--- src/rtl/drygascon128_hash_ctrl.sv ---
// drygascon128_hash_ctrl
// Runs one complete DryGASCON128 hash on a drygascon128 core that this block
// owns. The sequence is: load C and X, absorb the message as 16-byte blocks
// (padding and domain separation are applied here), run the final f and g
// calls, and stream out the 32-byte digest.
//
// Ports
//   clk, reset_n            clock, asynchronous active-low reset
//   cmd_start, busy         start pulse (taken only when idle) / hash in progress
//   msg_valid/ready/data/last/bytes
//                           host message stream, little-endian, 0..4 bytes/word
//   dig_valid/ready/data    digest stream, 8 words, word 0 = digest bytes 0..3
//   core_din, core_ds, core_rounds, core_wr_c/x/i, core_start, core_rd_r
//                           core command interface
//   core_dout, core_idle    core R read data (one cycle after rd_r) / idle
module drygascon128_hash_ctrl #(
  // Defaults are hex digits of pi. Override them with the hash initial state
  // in the core's word order.
  parameter logic [319:0] INIT_C  = 320'h243F6A88_85A308D3_13198A2E_03707344_A4093822_299F31D0_082EFA98_EC4E6C89_452821E6_38D01377,
  parameter logic [127:0] INIT_X  = 128'hBE5466CF_34E90C6C_C0AC29B7_C97C50DD,
  parameter logic [3:0]   ROUNDS  = 4'd7,
  parameter logic [1:0]   DS_HASH = 2'd2
) (
  input  logic        clk,
  input  logic        reset_n,
  input  logic        cmd_start,
  output logic        busy,
  input  logic        msg_valid,
  output logic        msg_ready,
  input  logic [31:0] msg_data,
  input  logic        msg_last,
  input  logic [2:0]  msg_bytes,
  output logic        dig_valid,
  input  logic        dig_ready,
  output logic [31:0] dig_data,
  output logic [31:0] core_din,
  output logic [3:0]  core_ds,
  output logic [3:0]  core_rounds,
  output logic        core_wr_c,
  output logic        core_wr_x,
  output logic        core_wr_i,
  output logic        core_start,
  output logic        core_rd_r,
  input  logic [31:0] core_dout,
  input  logic        core_idle
);

  typedef enum logic [3:0] {
    S_IDLE, S_LOAD_C, S_LOAD_X, S_COLLECT, S_WR_I, S_START, S_WAIT,
    S_RD_R, S_G_START, S_G_WAIT, S_G_RD, S_OUT
  } state_t;

  state_t         state_q, state_d;
  logic [3:0]     cnt_q, cnt_d;
  // 20 bytes: a word written at offset 15 may spill up to 3 bytes past the
  // 16-byte block; the spill is shifted down after the block is absorbed.
  logic [159:0]   buf_q, buf_d;
  logic [4:0]     fill_q, fill_d;
  logic           last_q, last_d;
  logic           final_q, final_d;
  logic [3:0]     ds_q, ds_d;
  logic [255:0]   dig_q;
  logic           rd_vld_q;
  logic [2:0]     rd_idx_q;
  logic [2:0]     nb;

  assign core_rounds = ROUNDS;
  assign core_ds     = ds_q;
  assign nb          = (msg_bytes > 3'd4) ? 3'd4 : msg_bytes;

  always_comb begin
    state_d    = state_q;
    cnt_d      = cnt_q;
    buf_d      = buf_q;
    fill_d     = fill_q;
    last_d     = last_q;
    final_d    = final_q;
    ds_d       = ds_q;
    busy       = (state_q != S_IDLE);
    msg_ready  = 1'b0;
    dig_valid  = 1'b0;
    dig_data   = 32'h0;
    core_din   = 32'h0;
    core_wr_c  = 1'b0;
    core_wr_x  = 1'b0;
    core_wr_i  = 1'b0;
    core_start = 1'b0;
    core_rd_r  = 1'b0;
    case (state_q)
      S_IDLE: begin
        if (cmd_start) begin
          state_d = S_LOAD_C;
          cnt_d   = 4'd0;
          buf_d   = '0;
          fill_d  = 5'd0;
          last_d  = 1'b0;
          final_d = 1'b0;
        end
      end
      S_LOAD_C: begin
        core_wr_c = 1'b1;
        core_din  = INIT_C[{cnt_q, 5'b0} +: 32];
        if (cnt_q == 4'd9) begin
          cnt_d   = 4'd0;
          state_d = S_LOAD_X;
        end else begin
          cnt_d = cnt_q + 4'd1;
        end
      end
      S_LOAD_X: begin
        core_wr_x = 1'b1;
        core_din  = INIT_X[{cnt_q[1:0], 5'b0} +: 32];
        if (cnt_q == 4'd3) begin
          cnt_d   = 4'd0;
          state_d = S_COLLECT;
        end else begin
          cnt_d = cnt_q + 4'd1;
        end
      end
      S_COLLECT: begin
        cnt_d = 4'd0;
        if (fill_q >= 5'd16) begin
          // Full block: final (unpadded) only if the message ends exactly here.
          final_d = last_q && (fill_q == 5'd16);
          ds_d    = {DS_HASH, last_q && (fill_q == 5'd16), 1'b0};
          state_d = S_WR_I;
        end else if (last_q) begin
          // Bytes past fill are already zero, so only the 0x01 marker is added.
          buf_d[{fill_q, 3'b000} +: 8] = 8'h01;
          final_d = 1'b1;
          ds_d    = {DS_HASH, 2'b11};
          state_d = S_WR_I;
        end else begin
          msg_ready = 1'b1;
          if (msg_valid) begin
            for (int k = 0; k < 4; k++) begin
              if (3'(k) < nb) buf_d[{fill_q + 5'(k), 3'b000} +: 8] = msg_data[8*k +: 8];
            end
            fill_d = fill_q + {2'b00, nb};
            last_d = msg_last;
          end
        end
      end
      S_WR_I: begin
        core_wr_i = 1'b1;
        core_din  = buf_q[{1'b0, cnt_q[1:0], 5'b0} +: 32];
        if (cnt_q == 4'd3) state_d = S_START;
        cnt_d = cnt_q + 4'd1;
      end
      S_START, S_G_START: begin
        core_start = 1'b1;
        cnt_d      = 4'd0;
        state_d    = (state_q == S_START) ? S_WAIT : S_G_WAIT;
      end
      S_WAIT, S_G_WAIT: begin
        // core_idle may still show the previous idle level right after start.
        if (cnt_q == 4'd0) begin
          cnt_d = 4'd1;
        end else if (core_idle) begin
          cnt_d = 4'd0;
          if (state_q == S_G_WAIT) begin
            state_d = S_G_RD;
          end else if (final_q) begin
            state_d = S_RD_R;
          end else begin
            buf_d   = {128'h0, buf_q[159:128]};
            fill_d  = fill_q - 5'd16;
            state_d = S_COLLECT;
          end
        end
      end
      S_RD_R, S_G_RD: begin
        core_rd_r = 1'b1;
        if (cnt_q == 4'd3) begin
          cnt_d   = 4'd0;
          state_d = (state_q == S_RD_R) ? S_G_START : S_OUT;
        end else begin
          cnt_d = cnt_q + 4'd1;
        end
      end
      S_OUT: begin
        dig_valid = 1'b1;
        dig_data  = dig_q[{cnt_q[2:0], 5'b0} +: 32];
        if (dig_ready) begin
          cnt_d = cnt_q + 4'd1;
          if (cnt_q == 4'd7) state_d = S_IDLE;
        end
      end
      default: state_d = S_IDLE;
    endcase
  end

  always_ff @(posedge clk or negedge reset_n) begin
    if (!reset_n) begin
      state_q  <= S_IDLE;
      cnt_q    <= 4'd0;
      buf_q    <= '0;
      fill_q   <= 5'd0;
      last_q   <= 1'b0;
      final_q  <= 1'b0;
      ds_q     <= 4'd0;
      dig_q    <= '0;
      rd_vld_q <= 1'b0;
      rd_idx_q <= 3'd0;
    end else begin
      state_q  <= state_d;
      cnt_q    <= cnt_d;
      buf_q    <= buf_d;
      fill_q   <= fill_d;
      last_q   <= last_d;
      final_q  <= final_d;
      ds_q     <= ds_d;
      // R data arrives one cycle after the read strobe.
      rd_vld_q <= core_rd_r;
      rd_idx_q <= {state_q == S_G_RD, cnt_q[1:0]};
      if (rd_vld_q) dig_q[{rd_idx_q, 5'b0} +: 32] <= core_dout;
    end
  end

endmodule

--- config.mk ---
export PLATFORM = sky130hd
export DESIGN_NAME = drygascon128_hash_ctrl
export DESIGN_NICKNAME = d
export VERILOG_FILES = /design/src/rtl/drygascon128_hash_ctrl.sv
export SDC_FILE = /design/constraint.sdc
export NUM_CORES = 2
export LEC_CHECK = 0
export CAP_MARGIN = 20
export CORE_MARGIN = 2
export CORE_UTILIZATION = 28
export DETAILED_ROUTE_END_ITERATION = 16
export GPL_TIMING_DRIVEN = 1
export REMOVE_ABC_BUFFERS = 1
export SLEW_MARGIN = 20
export SYNTH_ARGS = -nofsm -noshare
export SYNTH_HDL_FRONTEND = slang
export SYNTH_SLANG_ARGS = --single-unit
--- constraint.sdc ---
create_clock -name clk -period 6.7 [get_ports clk]
set_input_delay 1.675 -clock clk [delete_from_list [all_inputs] [get_ports clk]]
set_output_delay 1.675 -clock clk [all_outputs]
set_load 0.03 [all_outputs]
==> flow_summary_export.csv <==
group,metric,value,unit
run_status,status,"completed",
timing,worst_pin_slew,1.28,ns
hold_path,worstHoldEndpoint,"dig_q[255]",
routing,drc,0,
setup_path,rr_startpoint,"fill_q[1]",
placed_design,dpl_cell_area,34300,µm²
setup_path,critPathCaptureType,"output pin",
routing,vias_per_cell,6.17,
routing,vias,32279,
timing,finalHoldViolations,0,
timing,fmax,162,MHz
cells_and_area,design_area,36100,µm²
floorplan,die_h,337,µm
grt,grt_pass1_vias,29994,
hold_path,hp-start,"dig_q[255]",
timing,drv_slew,0,
clocking,htreeDepth,2,
timing,slew_headroom,14.2,%
placed_design,gp_congestion,1.13,
setup_path,cp_max_fo,19,
grt,grt_util_all_layers,26.2,%
cells_and_area,nFillCells,11602,
clocking,clkTransAtPathRegs,0.06,ns
grt,grt_pass1_wl,219000,µm
setup_path,reg2reg_depth,11,
floorplan,io_pins,154,
routing,drt-wirelength-per-cell,29.2,µm
floorplan,design.die.area,114000,µm²
timing,holdWs,0.477,ns
clocking,cts_root_buf,"clkbuf_16",
pwr,leakage,14.5,nW
grt,overflow,0,
cells_and_area,area_growth,15.9,%
setup_path,arrival,4.49,ns
floorplan,core-area,111000,µm²
synthesis,syn_area_per_cell,8.45,µm²
setup_path,critical_path_class,"reg -> out",
setup_path,regToRegEndpoint,"buf_q[56]",
setup_path,required,5.03,ns
cells_and_area,layout.nets,3792,
placed_design,dp.cells,5127,
synthesis,synth-edff-count,0,
grt,antenna_found_initial,8,
synthesis,ys_ff_latch,438,
placed_design,portBuffers,148,
clocking,cts_sinks,438,
routing,drtAntennaViolNets,0,
routing,drt-pass1-iter-count,9,
timing,rsz0062_at_grt,"no",
timing,setup_viol,0,
synthesis,synth_area,31100,µm²
pwr,vdd_drop_max,297,µV
synthesis,synth.yosys.seq_area_share,35.2,%
clocking,postCtsResizedCells,0,
run,maxCapViolations,0,
hold_path,worstHoldPathType,"reg -> reg",
timing,fin_skew,0.0461,ns
floorplan,die_w,337,µm
timing,post-route-period-util,92.0,%
setup_path,regToRegSetupSlack,1.55,ns
clocking,cts_buffers,51,
clocking,holdBufCountCts,0,
timing,finalCriticalPeriod,6.17,ns
floorplan,start_util,28.2,%
synthesis,netlist_instances,3683,
cells_and_area,final_layout_size_suffix_gt1_share,13.8,%
clocking,cts_tree,"yes",
synthesis,yosysWarnings,0,
grt,grt_max_degree,144,
setup_path,cp-start-kind,"flop",
pwr,cellPowerDensity,478,nW/µm²
hold_path,min_path_cells,2,
clocking,clk_latency,0.67,ns
synthesis,ys_async_sr_fraction,100,%
synthesis,synth.distinct_cells,101,
clocking,cts_setup_buffers,0,
clocking,clockBufferDepth,3,
routing,drt_iter0_drc,4713,
placed_design,dp_hpwl,104000,µm
floorplan,rows,122,
synthesis,yosys_most_used_dff,"dfrtp_1",
cells_and_area,stdcell_count,5228,
routing,wirelength,153000,µm
[final cells by class]
cell class	instances	area [µm²]	area share (%)
clock buffer	69	1460	4.03
clock inverter	25	323	0.894
multi-input combinational	2898	18800	52.2
inverter	40	150	0.416
antenna	7	17.5	0.0485
tap	1488	1860	5.16
sequential	438	11000	30.4
timing repair buffer	263	2480	6.88
[worst max path at each step]
stage,startpoint,endpoint,slack (ns),depth (start not counted)
5_1_grt,state_q[2],core_din[30],0.49,6
2_1_floorplan,cnt_q[0],buf_q[7],-4.43,9
6_report,state_q[2],core_din[30],0.53,6
3_3_place_gp,state_q[2],core_din[24],1.45,7
4_1_cts,state_q[2],core_din[24],0.70,7
3_5_place_dp,state_q[2],core_din[24],1.38,7
[synthesized netlist by cell type (all sizes together), types with 10 or more instances]
master,n,share of area [%]
a211oi,81,2.0
nor2b,30,0.60
nand4,30,0.64
o211ai,57,1.4
mux4,67,4.8
a32o,13,0.42
buf,100,1.6
inv,39,0.47
xnor2,13,0.47
a22o,31,0.87
a21o,26,0.63
mux2i,148,4.8
nand2,619,7.5
and3,40,0.80
a311oi,12,0.34
a22oi,28,0.68
a31oi,64,1.3
and2,31,0.62
nand3,109,1.9
o21ai,350,5.6
o31ai,26,0.63
nor2,211,2.6
o22ai,21,0.42
a32oi,10,0.28
nand2b,19,0.38
a221o,10,0.32
nor3,92,1.8
a211o,15,0.42
a21oi,394,6.4
mux2,158,5.7
nor4,10,0.34
dfrtp,438,35
clkbuf,210,2.5
ha,25,1.0
[power by group]
part           total, mW  internal (mW)  switching [mW]
sequential          4.18           3.42           0.754
combinational       10.0           3.07            6.96
clock               3.03           1.73            1.30
[cells by family after synthesis]
group                      Yosys count  share of synthesized area, %
xor gates and xnor gates            21                         0.840
and+or+nand+nor                   1242                          18.5
DFF                                438                          35.2
other                                2                        0.0241
buffers and inverters              350                          4.62
AOI/OAI and AO/OA                 1231                          24.3
muxes                              373                          15.4
adders and majority gates           26                          1.07
[metrics by stage]
step,setup TNS [ns],setup slack (ns),utilization [%],power [mW]
2_1_floorplan,-632.40,-4.43,-,9.59
3_3_place_gp,0,1.45,31.0,13.6
3_5_place_dp,0,1.38,31.0,13.7
4_1_cts,0,0.698,32.6,16.8
5_1_grt,0,0.491,32.6,17.8
6_report,0,0.534,32.7,17.2
[registers in the layout (all words and copies together) (netlist names)]
signal	count
final_q	1
cnt_q	4
fill_q	5
core_ds	3
last_q	1
dig_q	256
rd_vld_q	1
buf_q	160
state_q	4
rd_idx_q	3
[critical path, cell delays in order, from the launching register on]
cell	delay, ns
dfrtp_1	0.68
xnor2_1	0.18
or3_1	0.58
nor2_1	0.77
a21oi_1	0.07
o22ai_1	0.73
clkdlybuf4s50_1	0.82
[placed cells by master, fill, tap and decap left out, types with 28 or more instances in the layout]
cell,Yosys,final
nand2_1,618,616
dfrtp_1,438,433
a21oi_1,393,392
o21ai_0,345,345
nor2_1,210,204
mux2_2,158,158
mux2i_1,147,147
clkdlybuf4s50_1,0,137
buf_4,11,112
nand3_1,103,102
a211oi_1,79,79
nor3_1,79,77
mux4_2,67,67
a31oi_1,64,64
o211ai_1,56,56
clkbuf_16,0,52
and3_1,40,40
inv_1,37,36
a22o_1,31,31
nor2b_1,30,29
and2_1,30,29
a22oi_1,28,28
nand4_1,28,28
[routing by layer]
layer | vias to the layer above | wire, µm | part of all wire (%) | global-route usage [%]
met5 | - | 43 | 0.028 | 0
met4 | 6 | 9050 | 5.9 | 12.3
met3 | 583 | 23900 | 16 | 11.5
met2 | 2422 | 60800 | 40 | 36.5
met1 | 15676 | 59200 | 39 | 34.4
li1 | 13592 | - | - | -
No activity file was read; power rests on OpenSTA's default activity.
